==> config.mk <==
export PLATFORM = sky130hd
export DESIGN_NAME = spi_pixel_loader
export DESIGN_NICKNAME = d
export VERILOG_FILES = /design/src/rtl/spi_pixel_loader.sv
export SDC_FILE = /design/constraint.sdc
export NUM_CORES = 1
export LEC_CHECK = 0
export ABC_AREA = 1
export CORE_MARGIN = 1.5
export CORE_UTILIZATION = 50
export CTS_BUF_LIST = sky130_fd_sc_hd__clkbuf_2
export CTS_CLUSTER_DIAMETER = 150
export DETAILED_ROUTE_END_ITERATION = 8
export HOLD_SLACK_MARGIN = 0.08
export PLACE_DENSITY = 0.76
export SKIP_CTS_REPAIR_TIMING = 1
export SYNTH_ARGS = -nofsm -noshare
export SYNTH_HDL_FRONTEND = slang
export SYNTH_SLANG_ARGS = --single-unit
==> constraint.sdc <==
create_clock -name clk -period 1.4 [get_ports clk]
set_input_delay 0.28 -clock clk [delete_from_list [all_inputs] [get_ports clk]]
set_output_delay 0.28 -clock clk [all_outputs]
set_load 0.1 [all_outputs]
==> src/rtl/spi_pixel_loader.sv <==
// spi_pixel_loader: SPI mode-0 byte receiver that fills the dithering frame buffer and
// hands each complete frame to pixel_algorithm_unit. Optional MISO echo: SPI_LOADER_ECHO_EN.
module spi_pixel_loader #(
    parameter int IMAGEX           = 16,
    parameter int IMAGEY           = 16,
    parameter int IMAGE_SIZE       = IMAGEX * IMAGEY,
    parameter int IMAGE_ADDR_WIDTH = $clog2(IMAGE_SIZE),
    parameter int RGB_SIZE         = 8
) (
    input  logic                        clk,
    input  logic                        rst,
    input  logic                        SPI_CLK,
    input  logic                        SPI_MOSI,
    input  logic                        SPI_CS,
    output logic                        SPI_MISO,
    output logic                        wr_en,
    output logic [IMAGE_ADDR_WIDTH-1:0] wr_addr,
    output logic [RGB_SIZE-1:0]         wr_data,
    output logic                        frame_ready,
    input  logic                        frame_ack,
    output logic                        MCU_RX_RDY,
    output logic                        overrun,
    output logic [1:0]                  dbg_state
);

    typedef enum logic [1:0] {
        ST_IDLE = 2'd0,
        ST_RECV = 2'd1,
        ST_FULL = 2'd2
    } state_t;

    localparam logic [IMAGE_ADDR_WIDTH-1:0] LAST_ADDR = IMAGE_ADDR_WIDTH'(IMAGE_SIZE - 1);

    state_t                        state_q, state_d;
    logic                          sclk_s1_q, sclk_s2_q, sclk_s3_q;
    logic                          sclk_s1_d, sclk_s2_d, sclk_s3_d;
    logic                          mosi_s1_q, mosi_s2_q, mosi_s1_d, mosi_s2_d;
    logic                          cs_s1_q, cs_s2_q, cs_s1_d, cs_s2_d;
    logic [2:0]                    bit_cnt_q, bit_cnt_d;
    logic [RGB_SIZE-1:0]           shift_q, shift_d, shift_nxt;
    logic                          byte_vld_q, byte_vld_d;
    logic [RGB_SIZE-1:0]           byte_q, byte_d;
    logic [IMAGE_ADDR_WIDTH-1:0]   addr_q, addr_d;
    logic                          wr_en_q, wr_en_d;
    logic [IMAGE_ADDR_WIDTH-1:0]   wr_addr_q, wr_addr_d;
    logic [RGB_SIZE-1:0]           wr_data_q, wr_data_d;
    logic                          overrun_q, overrun_d;
    logic                          sclk_rise;
    logic                          accept;
    logic                          ack_clear;

    always_ff @(posedge clk or negedge rst) begin
        if (!rst) begin
            state_q    <= ST_IDLE;
            sclk_s1_q  <= 1'b0;
            sclk_s2_q  <= 1'b0;
            sclk_s3_q  <= 1'b0;
            mosi_s1_q  <= 1'b0;
            mosi_s2_q  <= 1'b0;
            cs_s1_q    <= 1'b0;
            cs_s2_q    <= 1'b0;
            bit_cnt_q  <= 3'd0;
            shift_q    <= '0;
            byte_vld_q <= 1'b0;
            byte_q     <= '0;
            addr_q     <= '0;
            wr_en_q    <= 1'b0;
            wr_addr_q  <= '0;
            wr_data_q  <= '0;
            overrun_q  <= 1'b0;
        end else begin
            state_q    <= state_d;
            sclk_s1_q  <= sclk_s1_d;
            sclk_s2_q  <= sclk_s2_d;
            sclk_s3_q  <= sclk_s3_d;
            mosi_s1_q  <= mosi_s1_d;
            mosi_s2_q  <= mosi_s2_d;
            cs_s1_q    <= cs_s1_d;
            cs_s2_q    <= cs_s2_d;
            bit_cnt_q  <= bit_cnt_d;
            shift_q    <= shift_d;
            byte_vld_q <= byte_vld_d;
            byte_q     <= byte_d;
            addr_q     <= addr_d;
            wr_en_q    <= wr_en_d;
            wr_addr_q  <= wr_addr_d;
            wr_data_q  <= wr_data_d;
            overrun_q  <= overrun_d;
        end
    end

    // Byte assembly: CS high discards any partial byte; the 8th edge yields a one-cycle byte_vld.
    always_comb begin
        sclk_s1_d  = SPI_CLK;
        sclk_s2_d  = sclk_s1_q;
        sclk_s3_d  = sclk_s2_q;
        mosi_s1_d  = SPI_MOSI;
        mosi_s2_d  = mosi_s1_q;
        cs_s1_d    = SPI_CS;
        cs_s2_d    = cs_s1_q;
        sclk_rise  = sclk_s2_q & ~sclk_s3_q;
        shift_nxt  = {shift_q[RGB_SIZE-2:0], mosi_s2_q};
        bit_cnt_d  = bit_cnt_q;
        shift_d    = shift_q;
        byte_vld_d = 1'b0;
        byte_d     = byte_q;
        if (cs_s2_q) begin
            bit_cnt_d = 3'd0;
            shift_d   = '0;
        end else if (sclk_rise) begin
            shift_d   = shift_nxt;
            bit_cnt_d = bit_cnt_q + 3'd1;
            if (bit_cnt_q == 3'd7) begin
                byte_vld_d = 1'b1;
                byte_d     = shift_nxt;
            end
        end
    end

    always_comb begin
        wr_en_d   = byte_vld_q && accept;
        wr_addr_d = wr_en_d ? addr_q : wr_addr_q;
        wr_data_d = wr_en_d ? byte_q : wr_data_q;
        overrun_d = overrun_q || (byte_vld_q && !accept);
        addr_d    = addr_q;
        if (ack_clear) begin
            addr_d = '0;
        end else if (wr_en_d) begin
            addr_d = addr_q + IMAGE_ADDR_WIDTH'(1);
        end
    end

    // frame_ready/frame_ack: frame_ready holds until frame_ack is sampled high while FULL;
    // frame_ack outside FULL has no effect. The FSM follows the registered write strobe.
    always_comb begin
        state_d = state_q;
        unique case (state_q)
            ST_IDLE: if (wr_en_q) state_d = (wr_addr_q == LAST_ADDR) ? ST_FULL : ST_RECV;
            ST_RECV: if (wr_en_q && (wr_addr_q == LAST_ADDR)) state_d = ST_FULL;
            ST_FULL: if (frame_ack) state_d = ST_IDLE;
            default: state_d = ST_IDLE;
        endcase
    end

    always_comb begin
        frame_ready = (state_q == ST_FULL);
        MCU_RX_RDY  = (state_q != ST_FULL);
        accept      = (state_q != ST_FULL);
        ack_clear   = (state_q == ST_FULL) && frame_ack;
    end

    assign wr_en     = wr_en_q;
    assign wr_addr   = wr_addr_q;
    assign wr_data   = wr_data_q;
    assign overrun   = overrun_q;
    assign dbg_state = state_q;

`ifdef SPI_LOADER_ECHO_EN
    logic [RGB_SIZE-1:0] last_byte_q, last_byte_d;
    logic [RGB_SIZE-1:0] tx_shift_q, tx_shift_d;
    logic                sclk_fall;

    always_ff @(posedge clk or negedge rst) begin
        if (!rst) begin
            last_byte_q <= '0;
            tx_shift_q  <= '0;
        end else begin
            last_byte_q <= last_byte_d;
            tx_shift_q  <= tx_shift_d;
        end
    end

    // A falling edge at bit count 0 starts a new byte slot, so reload the latest byte there.
    always_comb begin
        sclk_fall   = ~sclk_s2_q & sclk_s3_q;
        last_byte_d = byte_vld_d ? byte_d : last_byte_q;
        tx_shift_d  = tx_shift_q;
        if (cs_s2_q) begin
            tx_shift_d = last_byte_q;
        end else if (sclk_fall) begin
            tx_shift_d = (bit_cnt_q == 3'd0) ? last_byte_q : {tx_shift_q[RGB_SIZE-2:0], 1'b0};
        end
    end

    assign SPI_MISO = ~cs_s2_q & tx_shift_q[RGB_SIZE-1];
`else
    assign SPI_MISO = 1'b0;
`endif

endmodule

Yosys cells after proc, flatten, opt, wreduce, memory -nomap -nowiden
Index checks and enable logic that the tools add are counted.
{ "word_totals": {"regBits": 54, "latchBits": 0, "ramBits": 0, "romBits": 0, "inputBits": 6, "out_inout_bits": 23, "wordCells": 55, "mem_count": 0} }
{ "op_classes": {"add_sub_neg": 2, "n_mul": 0, "div": 0, "order_cmp": 0, "n_eq_ne": 8, "shifts": 0, "n_mux": 14, "bitwise_logic": 3, "reduce_logical": 11} }
{ "ops": {"columns": ["operator", "count"], "rows": [
  ["2-to-1 mux 8 bit", 2],
  ["2-to-1 mux 7 bit", 2],
  ["adder 8 x 1 -> 8 bit, second input constant", 1],
  ["== test 8 bit, second input constant", 1],
  ["2-to-1 mux 2 bit", 4],
  ["2-to-1 mux 3 bit", 2],
  ["inequality test 2 bit, second input constant", 3],
  ["case mux 2 bit (3 select lines)", 1],
  ["AND reduction 3 bit", 2],
  ["logical AND 1 bit", 4],
  ["nonzero test 2 bit", 2],
  ["adder 3 x 1 -> 3 bit, second input constant", 1],
  ["== test 3 bit, second input constant", 1],
  ["2-to-1 mux 1 bit", 3],
  ["== test 2 x 1 -> 1 bit, second input constant", 1],
  ["== test 2 bit, second input constant", 1],
  ["zero test 2 bit", 1],
  ["inequality test 2 x 1 -> 1 bit, second input constant", 1],
  ["NOT 1 bit", 2],
  ["bitwise AND 1 bit", 1],
  ["zero test 1 bit", 1],
  ["logical OR 1 bit", 1]
]} }

Logic depth before layout (Yosys ltp)
Gate-level depths: netlist of run 1.
{ "depth": {"ltp_word": 4, "ltp_mapped": 8, "depth_no_buf": 8} }

Least setup slack after synthesis of run 1
Ideal clock, no wire load.
{ "synth_timing": {"path_type": "register -> register", "from": "reg state_q[1] (netlist: dbg_state[1])", "to": "reg state_q[1] (netlist: dbg_state[1])", "setup_ns": 0.119, "arrival_ns": 2.120, "required_time_ns": 1.281, "setup_slack_ns": -0.840, "path_stages_with_launch": 8, "path_buffers": 0, "synth_period_minus_slack_ns": 2.240, "path_cell_list": "dfrtp_1 > inv_2 > nor2_4 > nand2_1 > nand2_1 > nor2_1 > nand3_1 > nand2_1"} }
{ "synth_between": {"elab_chain_len": 3, "elab_cells_between_ends": 8, "cone_classes": "5 x eq/ne; 1 x mux; 2 x reduce/logical"} }
{ "synth_lines": {"columns": ["element", "line_no", "rtl"], "rows": [
  ["from (decl)", "34", "state_t state_q, state_d;"],
  ["from (signal assigned)", "72", "state_q <= state_d;"],
  ["== test 2 bit *", null, null],
  ["named net frame_ready", "19", "output logic frame_ready,"],
  ["inequality test 2 x 1 -> 1 bit (no line)", null, null],
  ["AND reduction 3 bit (no line)", null, null]
]} }
The timed path passes the listed nets; every way through them passes the cells marked *.
A chain may end at the register's enable or synchronous reset.

Worst setup path after layout of run 1
{ "layout_timing": {"from": "reg state_q[0] (netlist: dbg_state[0])", "to": "out frame_ready"} }
{ "layout_between": {"elab_chain_len": 1} }
{ "layout_lines": {"columns": ["element", "line_no", "rtl"], "rows": [
  ["== test 2 bit", "146", "frame_ready = (state_q == ST_FULL);"],
  ["to (decl)", "19", null]
]} }
No other way between the ends.

==> results of run 1 <==
-- cells in the final DEF (no fill, tap or decap), types with 2 or more instances in the layout --
cell             instances
a21oi_1                  2
buf_12                  25
buf_4                    7
clkbuf_2                 5
clkdlybuf4s50_1          4
clkinvlp_4               2
dfrtp_1                 50
dfrtp_2                  2
dfrtp_4                  2
ha_1                     3
inv_1                   26
inv_4                    4
nand2_1                 55
nand2_2                  4
nand3_1                 11
nand4_1                  3
nor2_1                  15
nor2_4                   3
o21ai_0                 27
o22ai_1                  5
-- sequential cells by signal (all words and copies together) (netlist names) --
name,cells
sclk_s2_q,1
mosi_s2_q,1
byte_q,8
cs_s1_q,1
addr_q,8
sclk_s1_q,1
mosi_s1_q,1
wr_addr,8
cs_s2_q,1
byte_vld_q,1
wr_data,8
sclk_s3_q,1
bit_cnt_q,3
wr_en,1
dbg_state,2
overrun,1
shift_q,7
-- cells in the mapped netlist --
cell      number
a21o_1         1
a21oi_1        2
buf_4          1
buf_6          3
buf_8          1
clkinv_2       1
conb_1         1
dfrtp_1       54
ha_1           3
inv_1         26
inv_2          2
inv_4          1
nand2_1       56
nand2_2        3
nand2_4        2
nand3_1       11
nand3b_1       1
nand4_1        3
nor2_1        15
nor2_4         3
nor2_8         1
nor3_1         1
o21ai_0       27
o21ai_1        1
o21ai_2        1
o21bai_1       1
o22ai_1        5
-- through the flow --
step	util (%)	instance area, sq um	worst slack (ns)
CTS	65.5	2830	-0.312
finish	68.2	2950	-0.221
global route	68.2	2950	-0.283
detailed placement	64.4	2790	0.0792
floorplan	-	2230	-0.357
global placement	64.4	2790	0.117
-- metal layers --
metal	vias to the layer above	wire, um	track usage [%]
met3	6	141	4.36
li1	809	-	-
met5	-	0	0
met1	776	1950	25.0
met4	0	70	7.05
met2	33	1890	26.3
-- worst paths after layout --
kind,cells after the start,to
setup / recovery,2,frame_ready
hold / removal,2,byte_q[2]
setup reg to reg,5,wr_addr[3]
hold reg to reg,0,sclk_s2_q
max in group asynchronous,3,mosi_s2_q
min in group clk,1,mosi_s1_q
-- kinds of logic (layout without fill, tap and decap cells) --
logic type,Yosys count,count (layout)
other,1,1
AO/OA/AOI/OAI,38,38
buffers and inverters,35,78
AND/OR/NAND/NOR,96,96
adder cells (fa/ha/maj),3,3
flip-flops,54,54
-- critical path, stage by stage, from the launching register on --
cell and delay, ns:
dfrtp_4 0.57, nor2_4 0.15, buf_12 0.18
-- report_power, final --
| group | internal, W | switching, W | total [W] |
|---|---|---|---|
| registers | 0.00158 | 0.00000768 | 0.00159 |
| logic | 0.0000305 | 0.0000638 | 0.0000943 |
| clock network | 0.000128 | 0.000515 | 0.000643 |
-- layout make-up --
class,count,area [sq um]
Inverter,30,123
Timing Repair Buffer,40,644
Fill cell,331,1380
Multi-Input combinational cell,138,706
Clock buffer,5,25.0
Clock inverter,3,23.8
Tap cell,52,65.1
Sequential cell,54,1360
==> metrics, run 1 <==
Worst-path clk slew=about 0.30 ns; post-synthesis adder-cell area fraction=around 1.7%; total gr overflow=0; Synth Warn #=0; Mean Syn Cell Area=roughly 9.8 sq um; Post-Route Setup TNS=-1.00 ns; fin. max-slew vios=0; largest area contributor in the netlist=dfrtp_1; Seq/Total Area, Yosys=60.9%; Die Wd=about 70 um; Worst Skew=between 0.03 and 0.04 ns; I/O pin total=29; post-synthesis simple-gate area fraction=approximately a fifth; syn_nets=between 200 and 250; MaxCap Viol Count=0; vias=about 1600; CTS max path bufs=2; power density over the cells=approximately 800 nW/um^2; Row Count=24; fmax=between 0.6 and 0.7 GHz; overall power=0.00232 W; fin cells=roughly 320; CP arrival=1.34 ns; Syn Inst Count=about 230; CTS tree=built; initial antenna violation count=0; mux contribution to synthesized area=0%; Final WS setup=-0.221 ns; Synth Area in Compound Gates=a little under a tenth; reg-to-reg startpoint=dbg_state[1]; placer congestion estimate=0.779; # nets final=roughly 280; initial drt markers=132; P_leak=1.40 nW; Core ar.=4320 sq um; WHS=about 0.23 ns; share of layout cells above drive strength 1=23.0%; RSZ-0062 raised after global routing=yes; Sink Count=54; Worst setup SP type=flip-flop; Initial Util=~51%; Yosys cell types=27; Synth-to-Final Area Change=32.9%; FF-to-FF setup slack=0.06 ns; final hold violations=0; Crit Path Category=reg -> out; Yosys reg bits=54; WL final=~4000 um; first-pass GRT wire length=6780 um; First-pass DRT Iterations=6; vias per cell=between 5 and 6; failing checks=setup timing; Hold Crit Class=in -> async; Worst Setup SP=dbg_state[0]; Synth top area share=between 60% and 70%; outcome=finished with violations; dpl hpwl=between 2000 and 3000 um; Worst Path Required=between 1 and 1.5 ns; Die Height=~70 um; Total Routing Usage GR=between 15 and 20%; H-tree depth=2; worst-case vdd ir drop=approximately 560 uV; final setup fails=15; crit path time final=between 1.5 and 2 ns; largest cells by area after synthesis=dfrtp_1, nand2_1, o21ai_0, inv_1, nor2_1; Wirelength per Cell=12.6 um; Clock Tree Root=clkbuf_2; port buffer count=27; CP Max Fanout=3; Inserted Clock Buffers=5; largest family of logic cells by synthesized area=simple AND/OR/NAND/NOR gates; drt drc=0; via count of the first global-routing pass=approximately 1500; final worst-path cycle share=116%; Setup crit end kind=output port; XOR/XNOR Fraction of Synth Area=0%; largest net degree at the start of global routing=24; later-pin clock latency in the skew report=0.47 ns; Mapped Area=approximately 2200 sq um; placed instance count=slightly above 300; full die area=4850 sq um; number of antenna diodes=0; Antenna Nets Post-Route=0
Power figures use the tool's default switching activity.
==> run 2, diff against run 1 <==
--- a/config.mk
+++ b/config.mk
@@ -9,7 +9,6 @@
 export CORE_MARGIN = 1.5
 export CORE_UTILIZATION = 50
 export CTS_BUF_LIST = sky130_fd_sc_hd__clkbuf_2
-export CTS_CLUSTER_DIAMETER = 150
 export DETAILED_ROUTE_END_ITERATION = 8
 export HOLD_SLACK_MARGIN = 0.08
 export PLACE_DENSITY = 0.76
==> results of run 2 <==
The final DEF is identical to that of run 1; final timing and power are the same.
